===== config.mk =====
export PLATFORM = sky130hd
export DESIGN_NAME = div_iter
export DESIGN_NICKNAME = d
export VERILOG_FILES = /design/src/rtl/div_iter.sv
export SDC_FILE = /design/constraint.sdc
export NUM_CORES = 1
export LEC_CHECK = 0
export CAP_MARGIN = 10
export CORE_MARGIN = 2
export CORE_UTILIZATION = 40
export CTS_CLUSTER_DIAMETER = 80
export CTS_CLUSTER_SIZE = 25
export DETAILED_ROUTE_END_ITERATION = 8
export PLACE_DENSITY_LB_ADDON = 0.12
export SYNTH_ARGS = -nofsm -noshare
export SYNTH_HDL_FRONTEND = slang
export SYNTH_SLANG_ARGS = --single-unit

===== constraint.sdc =====
create_clock -name clock -period 10.7 [get_ports clock]
set_clock_uncertainty 0.1 [all_clocks]
set_input_delay 1.07 -clock clock [delete_from_list [all_inputs] [get_ports clock]]
set_output_delay 1.07 -clock clock [all_outputs]
set_load 0.005 [all_outputs]

===== src/rtl/div_iter.sv =====
// div_iter: iterative signed 32-bit divider (restoring, one step per clock).
//
// Ports:
//   clock           rising-edge clock for all state
//   reset           asynchronous, active-low reset
//   ctrl_DIV        start request, sampled on the rising edge
//   data_operandA   signed dividend (two's complement)
//   data_operandB   signed divisor (two's complement)
//   data_result     signed quotient, truncated toward zero
//   data_exception  divide-by-zero or 0x80000000 / -1 overflow flag
//   data_resultRDY  one-cycle result-valid pulse
//   data_remainder  signed remainder, sign follows dividend (only with DIV_REMAINDER_EN)
//   busy            high while the shift/subtract iterations run
//
// Build option: define DIV_REMAINDER_EN to add the data_remainder output.
module div_iter (
  input  logic        clock,
  input  logic        reset,
  input  logic        ctrl_DIV,
  input  logic [31:0] data_operandA,
  input  logic [31:0] data_operandB,
  output logic [31:0] data_result,
  output logic        data_exception,
  output logic        data_resultRDY,
`ifdef DIV_REMAINDER_EN
  output logic [31:0] data_remainder,
`endif
  output logic        busy
);

  typedef enum logic [1:0] {
    IDLE = 2'd0,
    RUN  = 2'd1,
    DONE = 2'd2
  } state_t;

  state_t      state;
  logic [5:0]  count;
  logic [31:0] quo;      // dividend magnitude shifting out, quotient bits shifting in
  logic [31:0] rem;      // partial remainder
  logic [31:0] dvs;      // divisor magnitude
  logic        sign_a;
  logic        sign_b;
  logic        ovf;
  logic        dz_pend;  // divide-by-zero captured; report on the next edge without RUN

  logic [31:0] a_mag;
  logic [31:0] b_mag;
  logic [31:0] shl;
  logic [31:0] rem_step;
  logic [31:0] quo_step;
  logic [31:0] quo_signed;
  logic        ge;
  logic        quo_neg;
`ifdef DIV_REMAINDER_EN
  logic [31:0] rem_signed;
`endif

  always_comb begin
    // Magnitudes are unsigned, so |0x80000000| = 2^31 is exact rather than wrapping.
    a_mag = data_operandA[31] ? (~data_operandA + 32'd1) : data_operandA;
    b_mag = data_operandB[31] ? (~data_operandB + 32'd1) : data_operandB;

    // Shifted remainder is logically 33 bits; rem[31] stands in for the carried-out
    // MSB, and when set the subtraction always succeeds and fits in 32 bits.
    shl      = {rem[30:0], quo[31]};
    ge       = rem[31] | (shl >= dvs);
    rem_step = ge ? (shl - dvs) : shl;
    quo_step = {quo[30:0], ge};

    quo_neg    = (sign_a ^ sign_b) & (|quo_step);
    quo_signed = quo_neg ? (~quo_step + 32'd1) : quo_step;
`ifdef DIV_REMAINDER_EN
    rem_signed = (sign_a & (|rem_step)) ? (~rem_step + 32'd1) : rem_step;
`endif
  end

  assign busy = (state == RUN);

  always_ff @(posedge clock or negedge reset) begin
    if (!reset) begin
      state          <= IDLE;
      count          <= '0;
      quo            <= '0;
      rem            <= '0;
      dvs            <= '0;
      sign_a         <= 1'b0;
      sign_b         <= 1'b0;
      ovf            <= 1'b0;
      dz_pend        <= 1'b0;
      data_result    <= '0;
      data_exception <= 1'b0;
      data_resultRDY <= 1'b0;
`ifdef DIV_REMAINDER_EN
      data_remainder <= '0;
`endif
    end else begin
      data_resultRDY <= 1'b0;
      case (state)
        IDLE, DONE: begin
          if (dz_pend) begin
            // Start requests are ignored while a divide-by-zero result is pending.
            dz_pend        <= 1'b0;
            state          <= DONE;
            data_result    <= '0;
            data_exception <= 1'b1;
            data_resultRDY <= 1'b1;
`ifdef DIV_REMAINDER_EN
            data_remainder <= '0;
`endif
          end else if (ctrl_DIV) begin
            quo    <= a_mag;
            rem    <= '0;
            dvs    <= b_mag;
            sign_a <= data_operandA[31];
            sign_b <= data_operandB[31];
            ovf    <= (data_operandA == 32'h8000_0000) && (data_operandB == 32'hFFFF_FFFF);
            count  <= '0;
            if (data_operandB == '0) begin
              dz_pend <= 1'b1;
              state   <= IDLE;
            end else begin
              state   <= RUN;
            end
          end else begin
            state <= IDLE;
          end
        end
        RUN: begin
          quo   <= quo_step;
          rem   <= rem_step;
          count <= count + 6'd1;
          if (count == 6'd31) begin
            state          <= DONE;
            data_result    <= quo_signed;
            data_exception <= ovf;
            data_resultRDY <= 1'b1;
`ifdef DIV_REMAINDER_EN
            data_remainder <= ovf ? '0 : rem_signed;
`endif
          end
        end
        default: state <= IDLE;
      endcase
    end
  end

endmodule


==> out/metrics.yaml, run 1 <==
outcome:
  result_of_the_run: "complete, no violations"
timing:
  setup_repair_after_global_routing_missed_its_margin: "false"
  setup_total_negative_slack_ns: 0
  maxSlewViolCount: 0
  fin_hold_ws_ns: 0.379
  period_needed_ns: 4.75
  timing_worst_slew_pin_value_ns: 1.08
  hold_viol_final: 0
  setup_violations: 0
  post-route-period-util_pct: 44.4
  postLayoutSetupSlackWorst_ns: 5.95
  max_slew_margin_pct: 27.6
  clock.fmax_mhz: 210
logic_synthesis:
  synth.most_common_cell: "o21ai_0"
  ys.flop_type: "dfrtp_1"
  synth.top_cell.area_share_pct: 37.8
  netlist_top_cells_area: "dfrtp_1, o21ai_0, xor2_1"
  postSynthRegisterBits: 142
  yosys.cell_types.count: 67
  synthesis.area_um2: 9410
  synth_top_cells_by_count: "o21ai_0, nand2_1, dfrtp_1"
  per_instance_average_area_after_synthesis_um2: 8.40
  yosys_warnings: 0
  synth-seq-area-share_pct: 37.8
  post_synth_edffs: 0
  synth_largest_area_cell: "dfrtp_1"
  async_flop_share_pct: 100
  synth.net_count: 1225
  syn_inst: 1120
critical_path:
  timing.critical_path.required_ns: 10.94
  cp_num_buf_inv: 2
  timing.reg2reg.worst_path_depth: 19
  path_cells: "inv_1, ha_1, fa_1, nor2b_1, o21a_1, o21ai_1, a211o_1, a31oi_1, o21ai_1, nand2_1, clkinv_1, ha_1, nand3_1, or4_1, nor2_1, nand3b_1, nand3_1, xor2_1, o21ai_0"
  crit_arrival_ns: 5.00
  criticalPathCategory: "reg2reg"
  critical_path.reg2reg.startpoint: "quo[31]$_DFFE_PN0P_"
  highest_cell_delay_on_the_worst_timing_path_ns: 0.67
  timing.reg2reg.setup_slack_ns: 5.95
  slowest_stage: "clkinv_1"
  cp_top_family: "compound AO/OA/AOI/OAI gates"
  endpoint_kind: "flip-flop"
  critical_path.max_fanout: 27
  critPathLaunchType: "flip-flop"
  timing.rr.end: "data_result[24]$_DFFE_PN0P_"
  path_depth: 19
drt:
  wl_um: 25700
  violation_count_after_the_first_detailed_route_iteration: 560
  top_signal_layer_used: "met4"
  routed_len_inst_um: 16.8
  wl_met3_um: 1190
  drt-vias-per-instance: 5.42
  drcViolationCount: 0
  vias: 8254
  drt_pre_antenna_iters: 5
  ant_nets: 0
  met2WireLength_um: 10400
  wl_met1_um: 13600
power_and_ir_drop:
  total_power_w: 0.00315
  netSwitchingFraction_pct: 44.7
  p_int_w: 0.00174
  pwr-share-clk_pct: 19.1
  pwr_density_cell_nw_per_um2: 279
  power_frac_seq_pct: 29.9
  netSwitchingPower_w: 0.00141
  p_comb_share_pct: 51.0
  total_leakage_power_nw: 4.70
  irDropWorstVdd_v: 0.000140
die:
  die-width_um: 157
  die-area_um2: 24800
  number_of_rows_in_the_core_area: 56
  design.core.area_um2: 23300
  initial_utilization_pct: 40.5
  io_pins: 102
  fp.dieH_um: 157
cells_and_area:
  area_growth_pct: 19.8
  post_route_cells_drive_above_1_share_pct: 5.81
  insertedDiodeCount: 0
  fin_nets: 1296
min_path:
  hp_start: "dvs[10]$_DFFE_PN0P_"
  number_of_cells_on_the_worst_hold_path: 2
  hold_class: "reg2reg"
  hold-path-endpoint: "dvs[10]$_DFFE_PN0P_"
place:
  dp_hpwl_um: 18700
  dp_worst_setup_slack_ns: 5.96
  placement.io_buffers: 101
  globalplace.congestion: 0.837
global_routing:
  grt_max_degree: 87
  grt_util_all_layers_pct: 21.5
  overflow: 0
  global_route_wire_length_before_repair_um: 41700
  grt_pass1_vias: 7755
  antenna_found_initial: 0
clock_network:
  cts-buffers-inserted: 17
  post_cts_resize_count: 0
  cts_root_buf: "clkbuf_16"
  post-cts-setup-buffer-count: 0
  ctsHtreeMaxLevel: 4
  cts-root-to-sink-buffers: 2
  clock-sinks: 142
  clk-insertion-delay-late_ns: 0.44
  cts.reportedPaths.clkPinSlew_ns: 0.07
  postCtsHoldBufs: 0
  tritoncts: "yes"
flow_run:
  max-cap-violations: 0
-- routing by layer --
| layer | track usage (%) | vias up |
|---|---|---|
| li1 | - | 4164 |
| met1 | 34.1 | 3879 |
| met2 | 29.5 | 187 |
| met3 | 3.47 | 24 |
| met4 | 6.06 | 0 |
| met5 | 0 | - |
-- worst max-delay path by stage --
stage,start,end,slack (ns)
finish,quo[31]$_DFFE_PN0P_,data_result[24]$_DFFE_PN0P_,5.95
floorplan,rem[16]$_DFFE_PN0P_,data_result[20]$_DFFE_PN0P_,6.52
global route,quo[31]$_DFFE_PN0P_,data_result[24]$_DFFE_PN0P_,5.37
CTS,quo[31]$_DFFE_PN0P_,data_result[24]$_DFFE_PN0P_,5.94
global placement,quo[31]$_DFFE_PN0P_,data_result[24]$_DFFE_PN0P_,6.06
detailed placement,quo[31]$_DFFE_PN0P_,data_result[24]$_DFFE_PN0P_,5.96
-- area by class of cell --
| type | count | area, µm² |
|---|---|---|
| clock buffers | 17 | 425 |
| clock inverters | 15 | 171 |
| fillers | 2307 | 12000 |
| inverters | 52 | 195 |
| multi-input cells | 867 | 5440 |
| flip-flops and latches | 142 | 3550 |
| well taps | 319 | 399 |
| repair buffers | 111 | 1090 |
-- flip-flops by register name (all words and copies together) (netlist names) --
signal	count
sign_a	1
dz_pend	1
count	6
ovf	1
data_exception	1
data_resultRDY	1
data_result	32
rem	32
state	2
quo	32
dvs	32
sign_b	1
-- cell usage in the layout, fill, tap and decap left out, types with 12 or more instances in the layout --
cell type        netlist  layout
ha_1                  37      37
dfrtp_1              142     142
o21ai_0              166     166
o31ai_1               20      20
nor3_1                12      12
nor2_1                43      42
a22oi_1               30      30
or3_1                 23      23
clkdlybuf4s50_1        0     100
nand2_1              150     150
nand3_1               51      51
xnor2_1               17      17
a21o_1                12      12
clkbuf_16              0      17
xor2_1                94      93
a21oi_1               51      50
inv_1                 51      51
nand4_1               15      15
-- per-stage QoR --
step                area [µm²]  util, %  std cells
finish                   11300     48.5       1523
CTS                      11300     48.5       1523
floorplan                 9410        -       1120
global route             11300     48.5       1523
global placement         10700     45.9       1491
detailed placement       10700     45.9       1491
-- worst reg2reg max path: cells and delay by family, from the launching register on --
kind,cells,cell delay [ns]
AOI/OAI and AO/OA,6,1.24
xor gates and xnor gates,1,0.17
and+or+nand+nor,7,0.91
adders and majority gates,3,1.17
buffers and inverters,2,0.72
DFF,1,0.37
-- logic make-up after synthesis --
family | share of synthesized area (%)
adder cells (fa/ha/maj) | 5.13
multiplexers | 0.744
AND/OR/NAND/NOR | 19.0
AO/OA/AOI/OAI | 22.3
XOR/XNOR | 10.3
flip-flops | 37.8
buffers and inverters | 4.69
-- power by group through the flow --
stage | clock, W | sequential [W] | combinational [W]
floorplan | 0 | 0.000858 | 0.00126
global placement | 0 | 0.000937 | 0.00159
detailed placement | 0 | 0.000941 | 0.00160
CTS | 0.000615 | 0.000932 | 0.00161
global route | 0.000636 | 0.000967 | 0.00183
finish | 0.000602 | 0.000940 | 0.00161
(Power assumes the default switching activity.)
==> inputs of run 2 (changes only) <==
- clock period: 10.7 -> 4 ns (I/O delays scaled with it)
==> run 2 against run 1 <==
Effect of this change:
- non-clock buffer count up 17
- fmax grew 28%
- sequential power increased to 2.7 times the previous value
- flip-flop and latch count did not move
- clock-buffer cell count increased by 2
- first-iteration DRC count is 2.9% lower
- critical path depth shrank 3
- die area is the same
- combinational power increased to 2.7 times the previous value
- largest power group unchanged
==> out/metrics.yaml, run 2 (synthesized netlist as in run 1, its figures left out) <==
outcome:
  result_of_the_run: "complete, no violations"  # unchanged
critical_path:
  timing.reg2reg.worst_path_depth: 16  # was 19
  critical_path.reg2reg.startpoint: "rem[16]$_DFFE_PN0P_"  # was quo[31]$_DFFE_PN0P_
  slowest_stage: "or4_4"  # was clkinv_1
  path_cells: "ha_1, a21o_1, a21o_1, a2111oi_2, nor4_1, o21ai_1, o211a_1, nand2_1, clkinv_2, ha_1, nand3_1, or4_4, or4_1, nand3_1, xor2_1, o21ai_1"  # was inv_1, ha_1, fa_1, nor2b_1, o21a_1, o21ai_1, a211o_1, a31oi_1, o21ai_1, nand2_1, clkinv_1, ha_1, nand3_1, or4_1, nor2_1, nand3b_1, nand3_1, xor2_1, o21ai_0
  timing.rr.end: "data_result[20]$_DFFE_PN0P_"  # was data_result[24]$_DFFE_PN0P_
  critical_path.max_fanout: 4  # was 27
  crit_arrival_ns: 3.91  # was 5.00 ns
  timing.reg2reg.setup_slack_ns: 0.29  # was 5.95 ns
  critPathLaunchType: "flip-flop"  # unchanged
  endpoint_kind: "flip-flop"  # unchanged
  criticalPathCategory: "reg2reg"  # unchanged
  highest_cell_delay_on_the_worst_timing_path_ns: 0.45  # was 0.67 ns
  timing.critical_path.required_ns: 4.20  # was 10.94 ns
drt:
  wl_um: 25400  # was 25700 µm
  vias: 8379  # was 8254
  ant_nets: 0  # unchanged
  drt-vias-per-instance: 5.44  # was 5.42
  drt_pre_antenna_iters: 5  # unchanged
  violation_count_after_the_first_detailed_route_iteration: 544  # was 560
  drcViolationCount: 0  # unchanged
  routed_len_inst_um: 16.5  # was 16.8 µm
global_routing:
  antenna_found_initial: 0  # unchanged
  grt_max_degree: 93  # was 87
  overflow: 0  # unchanged
  grt_util_all_layers_pct: 21.1  # was 21.5%
  grt_pass1_vias: 7650  # was 7755
  global_route_wire_length_before_repair_um: 41300  # was 41700 µm
timing:
  setup_repair_after_global_routing_missed_its_margin: "false"  # unchanged
  post-route-period-util_pct: 92.7  # was 44.4%
  timing_worst_slew_pin_value_ns: 0.997  # was 1.08 ns
  clock.fmax_mhz: 270  # was 210 MHz
  maxSlewViolCount: 0  # unchanged
  period_needed_ns: 3.71  # was 4.75 ns
  setup_violations: 0  # unchanged
  max_slew_margin_pct: 33.5  # was 27.6%
  hold_viol_final: 0  # unchanged
  setup_total_negative_slack_ns: 0  # unchanged
die:
  number_of_rows_in_the_core_area: 56  # unchanged
  initial_utilization_pct: 40.5  # unchanged
  die-area_um2: 24800  # unchanged
  fp.dieH_um: 157  # unchanged
  io_pins: 102  # unchanged
  design.core.area_um2: 23300  # unchanged
  die-width_um: 157  # unchanged
cells_and_area:
  multi_input_area_um2: 5460  # was 5440 µm²
  final_instance_area_um2: 11400  # was 11300 µm²
  fin_nets: 1313  # was 1296
  area_growth_pct: 21.5  # was 19.8%
  post_route_cells_drive_above_1_share_pct: 7.37  # was 5.81%
  insertedDiodeCount: 0  # unchanged
  layout.cells.most_common: "o21ai_0"  # unchanged
  layout_common_cells: "o21ai_0, nand2_1, dfrtp_1"  # unchanged
  layout.area.seq_um2: 3550  # unchanged
  num-fill-cells: 2289  # was 2307
clock_network:
  cts.reportedPaths.clkPinSlew_ns: 0.06  # was 0.07 ns
  clk-insertion-delay-late_ns: 0.42  # was 0.44 ns
  cts-root-to-sink-buffers: 2  # unchanged
  tritoncts: "yes"  # unchanged
  cts_root_buf: "clkbuf_16"  # unchanged
  clock-sinks: 142  # unchanged
  cts-buffers-inserted: 17  # unchanged
  ctsHtreeMaxLevel: 4  # unchanged
min_path:
  hold-path-endpoint: "data_result[0]$_DFFE_PN0P_"  # was dvs[10]$_DFFE_PN0P_
  hp_start: "data_result[0]$_DFFE_PN0P_"  # was dvs[10]$_DFFE_PN0P_
  number_of_cells_on_the_worst_hold_path: 2  # unchanged
  hold_class: "reg2reg"  # unchanged
flow_run:
  max-cap-violations: 0  # unchanged
place:
  dp_hpwl_um: 18800  # was 18700 µm
  detailed_place.area_um2: 10800  # was 10700 µm²
  globalplace.congestion: 0.832  # was 0.837
  placement.io_buffers: 101  # unchanged
power_and_ir_drop:
  irDropWorstVdd_v: 0.000264  # was 0.000140 V
  total_power_w: 0.00853  # was 0.00315 W
  total_leakage_power_nw: 4.81  # was 4.70 nW
  pwr_density_cell_nw_per_um2: 746  # was 279 nW/µm²
==> run 2: layout make-up <==
type	count	share of cell area (%)
multi-input combinational	867	47.7
sequential	142	31.1
timing repair buffer	128	10.8
clock buffer	19	3.96
tap	319	3.49
inverter	52	1.72
clock inverter	13	1.33
==> run 2: critical path: cells and delay by family (launching register included) <==
kind	cells	cell delay, ns
AO/OA/AOI/OAI	6	1.12
flip-flops	1	0.39
XOR/XNOR	1	0.16
buffers and inverters	1	0.07
AND/OR/NAND/NOR	6	1.29
adder cells (fa/ha/maj)	2	0.47
==> run 2: repair_timing <==
| item | 4_1_cts | 5_1_grt |
|---|---|---|
| resized for setup | 0 | 5 |
| setup endpoints to repair | 0 | 6 |
| hold buffers | 1 | 0 |
| hold endpoints to repair | 11 | 0 |
| setup buffers | 0 | 0 |
==> run 2: metrics by stage <==
stage | utilization [%] | worst slack, ns | hold slack, ns | std cells
2_1_floorplan | - | 0.00191 | 0.00441 | 1120
3_3_place_gp | 46.5 | 0.240 | 0.362 | 1507
3_5_place_dp | 46.5 | 0.168 | 0.370 | 1507
4_1_cts | 49.1 | 0.170 | 0.383 | 1540
5_1_grt | 49.2 | 0.0199 | 0.405 | 1540
6_report | 49.2 | 0.294 | 0.373 | 1540
==> run 2: worst max-delay path by stage <==
stage | from | endpoint | cells after the start
finish | rem[16]$_DFFE_PN0P_ | data_result[20]$_DFFE_PN0P_ | 16
detailed placement | rem[16]$_DFFE_PN0P_ | data_result[20]$_DFFE_PN0P_ | 16
global route | rem[16]$_DFFE_PN0P_ | data_result[20]$_DFFE_PN0P_ | 16
CTS | rem[16]$_DFFE_PN0P_ | data_result[20]$_DFFE_PN0P_ | 16
global placement | rem[16]$_DFFE_PN0P_ | data_result[20]$_DFFE_PN0P_ | 16
floorplan | rem[16]$_DFFE_PN0P_ | data_result[20]$_DFFE_PN0P_ | 17
==> run 2: report_power, final <==
part / internal (W) / switching (W) / total [W] / leakage [nW]
Sequential: 0.00194 / 0.000580 / 0.00252 / 1.78
Combinational: 0.00191 / 0.00246 / 0.00437 / 2.74
Clock: 0.000964 / 0.000669 / 0.00163 / 0.292
Total: 0.00482 / 0.00371 / 0.00853 / 4.81
==> run 2: layer usage <==
metal,track usage [%],up-vias,wire [µm]
met1,33.9,3950,13600
met4,5.24,0,274
met2,29.0,219,10200
li1,-,4191,-
met3,3.33,19,1370
met5,0,-,0
